$ cat config.mk
export PLATFORM = sky130hd
export DESIGN_NAME = sprint1_dl_ctrl
export DESIGN_NICKNAME = d
export VERILOG_FILES = /design/src/rtl/sprint1_dl_pkg.sv /design/src/rtl/dl_region_decode.sv /design/src/rtl/sprint1_dl_ctrl.sv
export SDC_FILE = /design/constraint.sdc
export NUM_CORES = 1
export LEC_CHECK = 0
export CAP_MARGIN = 20
export CORE_AREA = 5 5 109 90
export DETAILED_ROUTE_END_ITERATION = 12
export DIE_AREA = 0 0 114 95
export DONT_BUFFER_PORTS = 1
export PLACE_DENSITY = 0.86
export SLEW_MARGIN = 20
export SYNTH_ARGS = -nofsm -noshare
export SYNTH_HDL_FRONTEND = slang
export SYNTH_SLANG_ARGS = --single-unit
$ cat constraint.sdc
create_clock -name clk_sys -period 6.7 [get_ports clk_sys]
set_input_delay 1.34 -clock clk_sys [delete_from_list [all_inputs] [get_ports clk_sys]]
set_output_delay 1.34 -clock clk_sys [all_outputs]
set_load 0.03 [all_outputs]
$ cat src/rtl/sprint1_dl_pkg.sv
// sprint1_dl_pkg -- shared types and constants for the Sprint 1 ROM download
// sequencer: FSM state encoding, ROM region map and region index constants.
package sprint1_dl_pkg;

  typedef enum logic [2:0] {
    WAIT_DL,
    LOADING,
    SETTLE,
    RUN,
    ERROR
  } dl_state_e;

  // Region indices double as bit positions in the one-hot rom_we strobe.
  localparam int NUM_REGIONS = 4;
  localparam int PROG        = 0;
  localparam int CHAR        = 1;
  localparam int MOTION      = 2;
  localparam int SYNC        = 3;

  // Absolute download addresses; ROM_END is the first out-of-range byte.
  localparam logic [24:0] PROG_BASE   = 25'h0000;
  localparam logic [24:0] CHAR_BASE   = 25'h2000;
  localparam logic [24:0] MOTION_BASE = 25'h2800;
  localparam logic [24:0] SYNC_BASE   = 25'h3000;
  localparam logic [24:0] ROM_END     = 25'h3100;

  // Byte counters must hold size+1 (8193) so an overlong region is visible.
  localparam int CNT_W = 14;

  localparam logic [CNT_W-1:0] PROG_SIZE   = 14'd8192;
  localparam logic [CNT_W-1:0] CHAR_SIZE   = 14'd2048;
  localparam logic [CNT_W-1:0] MOTION_SIZE = 14'd2048;
  localparam logic [CNT_W-1:0] SYNC_SIZE   = 14'd256;

  function automatic logic [CNT_W-1:0] region_size(input int idx);
    case (idx)
      PROG:    return PROG_SIZE;
      CHAR:    return CHAR_SIZE;
      MOTION:  return MOTION_SIZE;
      SYNC:    return SYNC_SIZE;
      default: return '0;
    endcase
  endfunction

endpackage

$ cat src/rtl/dl_region_decode.sv
// dl_region_decode -- combinational decode of an absolute download address
// into a ROM region.
//   addr     in  25  absolute ioctl byte address
//   region   out  4  one-hot region (PROG, CHAR, MOTION, SYNC); 0 when out of range
//   rel_addr out 13  address relative to the region base; 0 when out of range
//   oor      out  1  address is at or above the end of the ROM map
module dl_region_decode
  import sprint1_dl_pkg::*;
(
  input  logic [24:0]            addr,
  output logic [NUM_REGIONS-1:0] region,
  output logic [12:0]            rel_addr,
  output logic                   oor
);

  always_comb begin
    // NOTE: every output gets a default before the if-chain so no path leaves
    // one unassigned, which would otherwise infer a latch.
    region   = '0;
    rel_addr = '0;
    oor      = 1'b0;
    if (addr < CHAR_BASE) begin
      region[PROG] = 1'b1;
      rel_addr     = 13'(addr - PROG_BASE);
    end else if (addr < MOTION_BASE) begin
      region[CHAR] = 1'b1;
      rel_addr     = 13'(addr - CHAR_BASE);
    end else if (addr < SYNC_BASE) begin
      region[MOTION] = 1'b1;
      rel_addr       = 13'(addr - MOTION_BASE);
    end else if (addr < ROM_END) begin
      region[SYNC] = 1'b1;
      rel_addr     = 13'(addr - SYNC_BASE);
    end else begin
      oor = 1'b1;
    end
  end

endmodule

$ cat src/rtl/sprint1_dl_ctrl.sv
// sprint1_dl_ctrl -- ROM download and core reset sequencer for Sprint 1.
// Routes ioctl download bytes to four ROM regions, validates that the load
// was complete and in range, and holds the core in reset until it was.
//   SETTLE_CYCLES          core_reset_n low time after a good load / reset_req
//   clk_sys        in   1  system clock
//   Reset_n        in   1  synchronous active-low reset
//   ioctl_download in   1  high while a download is in progress
//   ioctl_wr       in   1  byte write strobe
//   ioctl_addr     in  25  absolute byte address
//   ioctl_data     in   8  byte data
//   reset_req      in   1  OSD reset or user button
//   rom_addr       out 13  region-relative byte address
//   rom_data       out  8  byte data
//   rom_we         out  4  one-hot region write strobe (PROG, CHAR, MOTION, SYNC)
//   core_reset_n   out  1  active-low core reset
//   load_done      out  1  last download complete and in range
//   load_err       out  1  last download incomplete or out of range
//   checksum       out  8  mod-256 sum of the last download's ROM bytes
module sprint1_dl_ctrl
  import sprint1_dl_pkg::*;
#(
  parameter int unsigned SETTLE_CYCLES = 4096
) (
  input  logic        clk_sys,
  input  logic        Reset_n,
  input  logic        ioctl_download,
  input  logic        ioctl_wr,
  input  logic [24:0] ioctl_addr,
  input  logic [7:0]  ioctl_data,
  input  logic        reset_req,
  output logic [12:0] rom_addr,
  output logic [7:0]  rom_data,
  output logic [3:0]  rom_we,
  output logic        core_reset_n,
  output logic        load_done,
  output logic        load_err,
  output logic [7:0]  checksum
);

  localparam logic [15:0] SETTLE_LOAD = 16'(SETTLE_CYCLES - 1);

  dl_state_e        state, state_next;
  logic             dl_q;
  logic [CNT_W-1:0] cnt      [NUM_REGIONS];
  logic [CNT_W-1:0] cnt_next [NUM_REGIONS];
  logic             oor_flag, oor_next;
  logic [7:0]       checksum_next;
  logic [15:0]      settle_cnt;

  logic [NUM_REGIONS-1:0] dec_region;
  logic [12:0]            dec_rel;
  logic                   dec_oor;

  logic dl_rise, load_ok, start_load, wr_accept;

  dl_region_decode u_decode (
    .addr     (ioctl_addr),
    .region   (dec_region),
    .rel_addr (dec_rel),
    .oor      (dec_oor)
  );

  assign dl_rise = ioctl_download & ~dl_q;

  always_comb begin
    load_ok = ~oor_flag;
    for (int i = 0; i < NUM_REGIONS; i++) begin
      if (cnt[i] != region_size(i)) load_ok = 1'b0;
    end
  end

  always_comb begin
    state_next = state;
    unique case (state)
      WAIT_DL: if (ioctl_download) state_next = LOADING;
      LOADING: if (!ioctl_download) state_next = load_ok ? SETTLE : ERROR;
      SETTLE: begin
        if (dl_rise)                               state_next = LOADING;
        else if (!reset_req && settle_cnt == '0)   state_next = RUN;
      end
      RUN: begin
        if (dl_rise)        state_next = LOADING;
        else if (reset_req) state_next = SETTLE;
      end
      ERROR:   if (dl_rise) state_next = LOADING;
      default: state_next = WAIT_DL;
    endcase
  end

  // A write in the same cycle as the download rise lands on top of the
  // LOADING-entry clear, so the clear and the increment are merged here.
  assign start_load = (state != LOADING) && (state_next == LOADING);
  assign wr_accept  = ioctl_wr && ioctl_download && ((state == LOADING) || start_load);

  always_comb begin
    oor_next      = start_load ? 1'b0 : oor_flag;
    checksum_next = start_load ? 8'h00 : checksum;
    for (int i = 0; i < NUM_REGIONS; i++) begin
      cnt_next[i] = start_load ? '0 : cnt[i];
    end
    if (wr_accept) begin
      if (dec_oor) begin
        oor_next = 1'b1;
      end else begin
        checksum_next = checksum_next + ioctl_data;
        // Saturate at size+1 so duplicates can never wrap back to a pass.
        for (int i = 0; i < NUM_REGIONS; i++) begin
          if (dec_region[i] && cnt_next[i] != region_size(i) + CNT_W'(1))
            cnt_next[i] = cnt_next[i] + CNT_W'(1);
        end
      end
    end
  end

  always_ff @(posedge clk_sys) begin
    // NOTE: sequential state uses non-blocking assignments so every register
    // samples the pre-edge values regardless of statement order.
    if (!Reset_n) begin
      state        <= WAIT_DL;
      dl_q         <= 1'b0;
      // NOTE: the byte counters are reset even though LOADING clears them,
      // because load_ok reads them and must never see X.
      for (int i = 0; i < NUM_REGIONS; i++) cnt[i] <= '0;
      oor_flag     <= 1'b0;
      checksum     <= 8'h00;
      settle_cnt   <= '0;
      rom_we       <= '0;
      rom_addr     <= '0;
      rom_data     <= '0;
      core_reset_n <= 1'b0;
      load_done    <= 1'b0;
      load_err     <= 1'b0;
    end else begin
      state    <= state_next;
      dl_q     <= ioctl_download;
      cnt      <= cnt_next;
      oor_flag <= oor_next;
      checksum <= checksum_next;

      rom_we <= '0;
      if (wr_accept && !dec_oor) begin
        rom_we   <= dec_region;
        rom_addr <= dec_rel;
        rom_data <= ioctl_data;
      end

      if (start_load) begin
        load_done <= 1'b0;
        load_err  <= 1'b0;
      end else if (state == LOADING && state_next == SETTLE) begin
        load_done <= 1'b1;
      end else if (state == LOADING && state_next == ERROR) begin
        load_err <= 1'b1;
      end

      if (state_next == SETTLE && (state != SETTLE || reset_req))
        settle_cnt <= SETTLE_LOAD;
      else if (state == SETTLE && settle_cnt != '0)
        settle_cnt <= settle_cnt - 16'd1;

      // Reset asserts as soon as RUN is left, but is released only after RUN
      // has been held for one cycle: this gives SETTLE_CYCLES+1 cycles low.
      core_reset_n <= (state == RUN) && (state_next == RUN);
    end
  end

endmodule

==> impl_metrics.toml <==
[detailed_routing]
routed-via-count = 5266
antenna_left = 0
drt-total-wl_um = 14100
drtIter0Drc = 562
drc = 0
viasPerCell = 6.17
avgRoutedWirePerCell_um = 16.5
firstDrtPassIters = 5

[sta]
maxSlewHeadroom_pct = 36.9
worst_pin_slew_ns = 0.944
fin_crit_sh_pct = 48.6
max_freq_ghz = 0.307
maxSlewViolCount = 0
fin_crit_ns = 3.26
rsz0062_at_grt = "no"
fin_tns_setup_ns = 0
hold_viol = 0
finalClockSkew_ns = 0.00663
setup_viol = 0

[min_path]
min_path_type = "register to register"

[global_route]
grt_max_degree = 51
antenna_found_initial = 0
grt.total_usage_pct = 27.1
grt_overflow_total = 0
grt_pass1_vias = 5173
grt_pass1_wl_um = 23600

[die]
boundaryPins = 74
core_mm2 = 0.00873
start_util_pct = 66.4
rows = 31
die_y_um = 95
die_width_um = 114
die-area_mm2 = 0.0108

[power]
p_int_uw = 1240
peakVddDrop_mv = 0.236
leakage_uw = 0.00223
p_clk_share_pct = 55.8
switching_share_pct = 23.8
p_comb_share_pct = 2.5
switching_power_uw = 387
p_per_area_mw_per_mm2 = 252
pwr-share-seq_pct = 41.6

[yosys]
synth_fp_nets = 793
yosys.area.top_type = "dfxtp_1"
syn_inst = 734
yosysSeqAreaShare_pct = 39.0
synthTopCellsByArea = "dfxtp_1 (39%), nand2_1 (7.1%), xnor2_1 (6.2%)"
syn-cell-area_mm2 = 0.00580
ys_types = 49
synth_edf_count = 0
ys_ff_latch = 113
yosysTopAreaCellShare_pct = 39.0
syn_area_per_cell_um2 = 7.90
synth-main-ff-cell = "dfxtp_1"
synth-async-reset-ratio_pct = 0
ys_warn_count = 0

[cts]
hold_buffers = 0
cts_buffers = 17
post_cts_resized = 0
cts-root-buf = "clkbuf_8"
cts_num_sinks = 113
htree_levels = 4
cts.clk_slew.worst_paths_ns = 0.06
cts_setup_buffers = 0
worst_skew_pair.late_latency_ns = 0.52
cts_tree = "yes"
ctsLongestPathBuffers = 2

[job]
maxCapViolCount = 0

[worst_setup_path]
cp_cell_sequence = "o21ai_2 -> buf_4 -> and2_1 -> ha_1 -> nand4_1 -> o2111ai_1 -> nor3_1 -> xnor2_1 -> nor2_1"
setup.worst_path.end_class = "register"
crit_type = "input pin to register"
cp_slowest_cell = "o2111ai_1"
required_ns = 7.09
cp.arrival_ns = 3.64
critPathMaxStageDelay_ns = 0.79
cp-start-kind = "input pin"
crit_fanout = 46

[final_layout]
nFillCells = 644
drive_gt1_share_pct = 6.63
areaGrowthSynthToFinish_pct = 11.2
antenna_cells = 0
fin_util_pct = 73.9
nets = 785

[placed_design]
io_buffers = 0
dp_hpwl_um = 9330
place_congestion = 0.887

[status]
status = "finished, final reports clean"
[final timing paths]
check	from	cells past startpoint	end	slack (ns)
worst min-delay path	oor_flag	2	oor_flag	0.50
worst max register to register	state[2]	10	cnt[40]	3.45
worst min register to register	oor_flag	2	oor_flag	0.50
worst max-delay path	ioctl_download	9	cnt[40]	3.44
[power groups by stage]
stage	combinational (uW)	sequential [uW]	clock, uW
6_report	41.2	676	906
5_1_grt	44.9	676	953
4_1_cts	40.3	676	912
3_5_place_dp	39.7	691	0
3_3_place_gp	38.3	691	0
2_1_floorplan	33.2	690	0
[cell families after synthesis]
family / count (synthesis) / synth area share [%]
xor+xnor: 57 / 8.61
simple gates: 391 / 33.5
mux: 6 / 1.12
buf+inv: 53 / 3.65
compound gates: 93 / 9.41
flops: 113 / 39.0
fa+ha+maj: 21 / 4.66
[metal layers]
metal	part of all wire, %	global-route usage (%)	vias up
met5	0	0	-
li1	-	-	2556
met4	2.0	11.5	0
met1	43	33.5	2453
met3	9.1	8.58	34
met2	46	43.6	223
[critical path, delay by kind of cell]
kind	cells	cell delay (ns)
AO/OA/AOI/OAI	2	0.82
XOR/XNOR	1	0.22
adder cells (fa/ha/maj)	1	0.18
buffers and inverters	1	0.43
AND/OR/NAND/NOR	4	0.61
[cells in the mapped netlist, drive strengths merged (16+ instances only)]
| master | number |
|---|---|
| nand4 | 23 |
| nor4 | 36 |
| nand2 | 109 |
| o21ai | 18 |
| clkbuf | 25 |
| nand3 | 29 |
| a21oi | 50 |
| xnor2 | 41 |
| and2 | 18 |
| nor2 | 85 |
| nor3 | 35 |
| ha | 20 |
| inv | 22 |
| dfxtp | 113 |
| xor2 | 16 |
[flip-flops by register name, indices dropped and copies added, names as in the netlist]
register	count
load_done	1
oor_flag	1
settle_cnt	16
dl_q	1
load_err	1
rom_data	8
checksum	8
rom_addr	13
core_reset_n	1
rom_we	4
state	3
cnt	56
[cell type report]
cell class	instances	area [um2]	area share (%)
clock buffers	18	428	6.64
repair buffers	4	30.0	0.466
inverters	22	82.6	1.28
multi-input cells	568	3330	51.7
flip-flops and latches	113	2260	35.1
clock inverters	14	168	2.60
well taps	115	144	2.23
[placed cells by master (no fill, tap or decap), drive strengths merged, types with 10 or more instances in the layout]
cell type,netlist,routed
clkbuf,25,18
nand4,23,23
o21ai,18,18
nand2,109,109
inv,22,30
dfxtp,113,113
xor2,16,16
and3,10,10
nor2,85,85
a21oi,50,50
nand3,29,29
ha,20,20
and2,18,18
xnor2,41,41
nor3,35,35
nor4,36,36
[metrics by stage]
step / total power [uW] / hold WS, ns / instance area, um2 / setup slack, ns / instances
2_1_floorplan: 723 / 0.455 / 5800 / 3.00 / 734
3_3_place_gp: 729 / 0.471 / 5850 / 3.14 / 822
3_5_place_dp: 730 / 0.486 / 5850 / 2.94 / 822
4_1_cts: 1630 / 0.496 / 6450 / 3.51 / 854
5_1_grt: 1670 / 0.539 / 6450 / 3.17 / 854
6_report: 1620 / 0.498 / 6450 / 3.44 / 854
No activity file was read; power rests on OpenSTA's default activity.
